==> src/rtl/clk_div_pkg.sv <==
`timescale 1ns / 100ps
// Shared definitions for the clock divider and its on-chip monitor.
//   DefCntW    : default counter / divisor width
//   DefTimeout : default stall limit, in clkin cycles
//   mon_state_e: monitor FSM state encoding
package clk_div_pkg;

  localparam int unsigned DefCntW    = 16;
  localparam int unsigned DefTimeout = 16'hFFFF;

  typedef enum logic [1:0] {
    StIdle = 2'd0,
    StArm  = 2'd1,
    StMeas = 2'd2
  } mon_state_e;

endpackage

==> src/rtl/sync_edge_det.sv <==
`timescale 1ns / 100ps
// Multi-flop synchronizer with rising-edge detector.
//   clkin : sampling clock
//   reset : asynchronous, active-low reset
//   d     : asynchronous input
//   s     : synchronized level (last sync stage)
//   rise  : high for one cycle when s goes 0 -> 1
module sync_edge_det #(
  parameter int unsigned SYNC_STAGES = 2
) (
  input  logic clkin,
  input  logic reset,
  input  logic d,
  output logic s,
  output logic rise
);

  logic [SYNC_STAGES-1:0] sync_q;
  logic                   prev_q;

  always_ff @(posedge clkin or negedge reset) begin
    if (!reset) begin
      sync_q <= '0;
      prev_q <= 1'b0;
    end else begin
      sync_q <= {sync_q[SYNC_STAGES-2:0], d};
      prev_q <= sync_q[SYNC_STAGES-1];
    end
  end

  assign s    = sync_q[SYNC_STAGES-1];
  assign rise = s & ~prev_q;

endmodule

==> src/rtl/clk_div_monitor.sv <==
`timescale 1ns / 100ps
// Measures period and high time of a divided clock in clkin cycles and flags a stalled source.
//   clkin     : system clock
//   reset     : asynchronous, active-low reset
//   en        : measurement enable (level)
//   clkdiv_in : divided clock under measurement
//   period    : last rise-to-rise interval
//   high_time : cycles the synced input was high within that interval
//   valid     : one-cycle pulse when period/high_time update
//   timeout   : sticky stall flag, cleared by the next valid or by en=0
module clk_div_monitor
  import clk_div_pkg::*;
#(
  parameter int unsigned CNT_W       = DefCntW,
  parameter int unsigned SYNC_STAGES = 2,
  parameter int unsigned TIMEOUT     = DefTimeout
) (
  input  logic             clkin,
  input  logic             reset,
  input  logic             en,
  input  logic             clkdiv_in,
  output logic [CNT_W-1:0] period,
  output logic [CNT_W-1:0] high_time,
  output logic             valid,
  output logic             timeout
);

  localparam logic [CNT_W-1:0] TimeoutVal = CNT_W'(TIMEOUT);
  localparam logic [CNT_W-1:0] One        = CNT_W'(1);

  logic s, rise;

  sync_edge_det #(
    .SYNC_STAGES(SYNC_STAGES)
  ) u_sync (
    .clkin(clkin),
    .reset(reset),
    .d    (clkdiv_in),
    .s    (s),
    .rise (rise)
  );

  mon_state_e       state_q, state_d;
  logic [CNT_W-1:0] cnt_q, cnt_d;
  logic [CNT_W-1:0] hi_q, hi_d;
  logic [CNT_W-1:0] period_q, period_d;
  logic [CNT_W-1:0] high_q, high_d;
  logic             valid_q, valid_d;
  logic             timeout_q, timeout_d;

  always_comb begin
    state_d   = state_q;
    cnt_d     = cnt_q;
    hi_d      = hi_q;
    period_d  = period_q;
    high_d    = high_q;
    valid_d   = 1'b0;
    timeout_d = timeout_q;

    if (!en) begin
      state_d   = StIdle;
      cnt_d     = '0;
      hi_d      = '0;
      timeout_d = 1'b0;
    end else begin
      unique case (state_q)
        StIdle: begin
          cnt_d   = '0;
          hi_d    = '0;
          state_d = StArm;
        end
        StArm, StMeas: begin
          // A rise on the same edge that the count hits the limit still commits.
          if (rise) begin
            if (state_q == StMeas) begin
              period_d  = cnt_q;
              high_d    = hi_q;
              valid_d   = 1'b1;
              timeout_d = 1'b0;
            end
            cnt_d   = One;
            hi_d    = One;
            state_d = StMeas;
          end else if (cnt_q == TimeoutVal) begin
            timeout_d = 1'b1;
            period_d  = '0;
            high_d    = '0;
            cnt_d     = '0;
            hi_d      = '0;
            state_d   = StArm;
          end else begin
            cnt_d = cnt_q + One;
            if (state_q == StMeas) begin
              hi_d = hi_q + CNT_W'(s);
            end
          end
        end
        default: state_d = StIdle;
      endcase
    end
  end

  always_ff @(posedge clkin or negedge reset) begin
    if (!reset) begin
      state_q   <= StIdle;
      cnt_q     <= '0;
      hi_q      <= '0;
      period_q  <= '0;
      high_q    <= '0;
      valid_q   <= 1'b0;
      timeout_q <= 1'b0;
    end else begin
      state_q   <= state_d;
      cnt_q     <= cnt_d;
      hi_q      <= hi_d;
      period_q  <= period_d;
      high_q    <= high_d;
      valid_q   <= valid_d;
      timeout_q <= timeout_d;
    end
  end

  assign period    = period_q;
  assign high_time = high_q;
  assign valid     = valid_q;
  assign timeout   = timeout_q;

endmodule

==> config.mk <==
export PLATFORM = sky130hd
export DESIGN_NAME = clk_div_monitor
export DESIGN_NICKNAME = d
export VERILOG_FILES = /design/src/rtl/clk_div_pkg.sv /design/src/rtl/sync_edge_det.sv /design/src/rtl/clk_div_monitor.sv
export SDC_FILE = /design/constraint.sdc
export NUM_CORES = 1
export LEC_CHECK = 0
export BUFFER_PORTS_ARGS = -buffer_cell sky130_fd_sc_hd__buf_2
export CAP_MARGIN = 30
export CORE_MARGIN = 2
export CORE_UTILIZATION = 45
export DETAILED_ROUTE_END_ITERATION = 8
export RECOVER_POWER = 25
export SYNTH_ARGS = -nofsm -noshare
export SYNTH_HDL_FRONTEND = slang
export SYNTH_SLANG_ARGS = --single-unit
==> constraint.sdc <==
create_clock -name clkin -period 2.8 [get_ports clkin]
set_clock_uncertainty 0.2 [all_clocks]
set_input_delay 0 -clock clkin [delete_from_list [all_inputs] [get_ports clkin]]
set_output_delay 0 -clock clkin [all_outputs]
set_load 0.05 [all_outputs]
==> flow_summary.json <==
{
  "outcome": "finished with violations",
  "violations": "max-capacitance violations, max-slew violations",
  "clock_latency_ns": 0.35,
  "critPathRequiredTime_ns": 2.81,
  "synth_cell_types": 47,
  "use_met1_pct": 30.43,
  "multiInputGateArea_mm2": 0.001583,
  "drtPass1Iterations": 4,
  "core_area_mm2": 0.007607,
  "ys.flop_type": "dfrtp_1",
  "clockBufferDepth": 2,
  "fp.dieH_um": 91.87,
  "gp_congestion": 0.8345,
  "synth_xor_area_share_pct": 0,
  "use_met3_pct": 4.437,
  "crit_arrival_ns": 2.57,
  "ys_top_cells_by_count": "dfrtp_1, nand2_1, a22o_1",
  "drc": 0,
  "setup_viol": 0,
  "synth_area_per_cell_um2": 10.56,
  "synthAdderAreaFrac_pct": 2.161,
  "grt_pass1_wl_um": 14610,
  "tightest_slew_ns": 1.794,
  "crit_chain": "ha_1, nand3_1, or4_1, o21ai_4, buf_4, o311ai_0",
  "slowest_stage": "or4_1",
  "regArea_mm2": 0.001777,
  "crit_path_max_incr_delay_ns": 0.67,
  "finalMaxSlewViolations": 34,
  "fin_crit_ns": 2.558,
  "seq_area_frac_synth_pct": 51.13,
  "layout-drive-gt1-share_pct": 22.43,
  "viasPerCell": 6.037,
  "synth-warning-count": 0,
  "synth-seq-cells": 71,
  "ir_drop_v": 0.0002855,
  "antenna_found_initial": 0,
  "syn_inst": 329,
  "synth-compound-area-share_pct": 26.11,
  "chipWidth_um": 91.87,
  "finalHoldViolCount": 0,
  "place.port_buffers": 37,
  "busiest_layer": "met2",
  "p_leak_nw": 1.805,
  "hpwl_um": 5599,
  "dr.first_iter.drc_count": 126,
  "path_class": "flop to flop",
  "rows": 32,
  "synth-simple-area-share_pct": 16.82,
  "crit_family": "simple AND/OR/NAND/NOR gates",
  "syn_to_final_growth_pct": 16.53,
  "cts-buffers-inserted": 9,
  "num_antenna_cells": 0,
  "ant_nets": 0,
  "post-cts-setup-buffers": 0,
  "syn-num-nets": 339,
  "root_buffer": "clkbuf_8",
  "track_usage_pct": 21.95,
  "hold_class": "input port to flop",
  "first_global_vias": 2897,
  "layout.cells.non_filler": 481,
  "yosysMostFrequentCell": "dfrtp_1",
  "path_buf_inv": 1,
  "async_flop_share_pct": 100.0,
  "worst_setup_path_end_kind": "flop",
  "wl_per_cell_um": 17.88,
  "synth.area.mux_share_pct": 0,
  "final_nets": 384,
  "period_share_pct": 91.37,
  "cts_tree": "yes",
  "num_vias": 2904,
  "synth_top_family_by_area": "compound AO/OA/AOI/OAI gates",
  "grt_max_degree": 39,
  "h-tree-depth": 3,
  "wirelength_um": 8600,
  "grt_overflow_total": 0,
  "timing.fmax_mhz": 390.9,
  "top_level_ports": 38,
  "clkTransAtPathRegs_ns": 0.08,
  "rsz0062_at_grt": "false",
  "yosysTopAreaCellShare_pct": 51.13,
  "drv_cap": 1,
  "fillers": 708,
  "power.density_mw_per_mm2": 506.7,
  "startpoint_type": "flop",
  "tns_ns": 0,
  "critical_path_peak_fanout": 10,
  "relSlewSlack_pct": -19.60,
  "use_met2_pct": 34.74,
  "placed_cells_incl_taps": 462,
  "start_util_pct": 45.67,
  "clock_sinks": 71,
  "synth_edf_count": 0,
  "synthTopCellsByArea": "dfrtp_1, a22o_1, nand2_1, o2111ai_1, o211ai_2",
  "yosysTopAreaCell": "dfrtp_1",
  "dieArea_mm2": 0.008440,
  "synth_area_mm2": 0.003475
}
==> worst register-to-register path: cells and delay by family (launching register included) <==
family                     cells  cell delay (ns)
buffers and inverters          1             0.22
adders and majority gates      1             0.24
and+or+nand+nor                2             0.82
AOI/OAI and AO/OA              2             0.50
DFF                            1             0.44
==> cells by family after synthesis <==
kind of cell               Yosys count
AOI/OAI and AO/OA                  110
and+or+nand+nor                    110
DFF                                 71
buffers and inverters               32
adders and majority gates            6
==> sequential cells by signal (all words and copies together) (netlist names) <==
name and flops:
cnt_q 16, hi_q 16, high_time 16, period 16, state_q 2, timeout 1
u_sync.prev_q 1, u_sync.sync_q 2, valid 1
==> worst paths after layout <==
path                                            startpoint                          to  slack, ns  cells past startpoint
worst min register to register  u_sync.sync_q[0]$_DFF_PN0_  u_sync.sync_q[1]$_DFF_PN0_       0.16                      0
worst max register to register        cnt_q[0]$_DFFE_PN0P_        hi_q[12]$_DFFE_PN0P_       0.24                      6
min in group asynchronous                            reset       period[2]$_DFFE_PN0P_       0.24                      3
worst max-delay path                  cnt_q[0]$_DFFE_PN0P_        hi_q[12]$_DFFE_PN0P_       0.24                      6
max in group asynchronous                            reset         hi_q[7]$_DFFE_PN0P_       0.78                      3
worst min-delay path                             clkdiv_in  u_sync.sync_q[0]$_DFF_PN0_        0.1                      2
==> power by group <==
group | total (W) | internal (W) | switching (W) | leakage, nW
Combinational | 0.000196 | 0.0000545 | 0.000141 | 0.726
Clock | 0.000802 | 0.000409 | 0.000393 | 0.0960
Sequential | 0.00105 | 0.00104 | 0.0000151 | 0.983
==> what timing repair did <==
item,4_1_cts,5_1_grt
hold buffers,3,0
gates resized for setup,0,0
endpoints found under the hold margin,77,0
==> placed cells by master (no fill, tap or decap), types with 3 or more instances in the layout <==
cell type,n
o21ai_0,13
a21oi_1,8
clkinv_2,3
and4_1,7
and3_1,6
buf_4,16
o211ai_1,6
a22o_1,33
nand4_1,10
nor3_1,3
o311ai_0,8
o211ai_2,7
o2111ai_1,11
ha_1,6
clkbuf_8,9
buf_2,36
inv_1,8
nand2_1,40
dfrtp_1,71
o31ai_1,4
clkbuf_1,3
dlygate4sd3_1,3
nor2_1,5
nand3_1,17
and2_1,3
or3_1,3
==> cell type report <==
| type | count | share of cell area (%) |
|---|---|---|
| clock buffer | 10 | 3.152 |
| clock inverter | 6 | 1.514 |
| inverter | 8 | 0.7417 |
| multi-input combinational | 226 | 39.09 |
| sequential | 71 | 43.88 |
| tap | 102 | 3.152 |
| timing repair buffer | 58 | 8.467 |
==> stage by stage <==
| stage | cell area [um2] | setup slack [ns] | hold slack, ns | util [%] | total power [W] |
|---|---|---|---|---|---|
| 2_1_floorplan | 3475 | 0.6465 | -0.4956 | - | 0.001183 |
| 3_3_place_gp | 3837 | 0.3752 | -0.1247 | 50.44 | 0.001265 |
| 3_5_place_dp | 3837 | 0.2815 | -0.1245 | 50.44 | 0.001266 |
| 4_1_cts | 4056 | 0.2498 | 0.04378 | 53.32 | 0.002070 |
| 5_1_grt | 4049 | 0.08431 | 0.08557 | 53.22 | 0.002137 |
| 6_report | 4049 | 0.2416 | 0.09823 | 53.22 | 0.002052 |
==> routing by layer <==
metal | routed length (um) | vias to the layer above
li1 | - | 1384
met1 | 3982 | 1428
met2 | 4082 | 74
met3 | 369 | 18
met4 | 166 | 0
met5 | 0 | -
No activity file was read; power rests on OpenSTA's default activity.
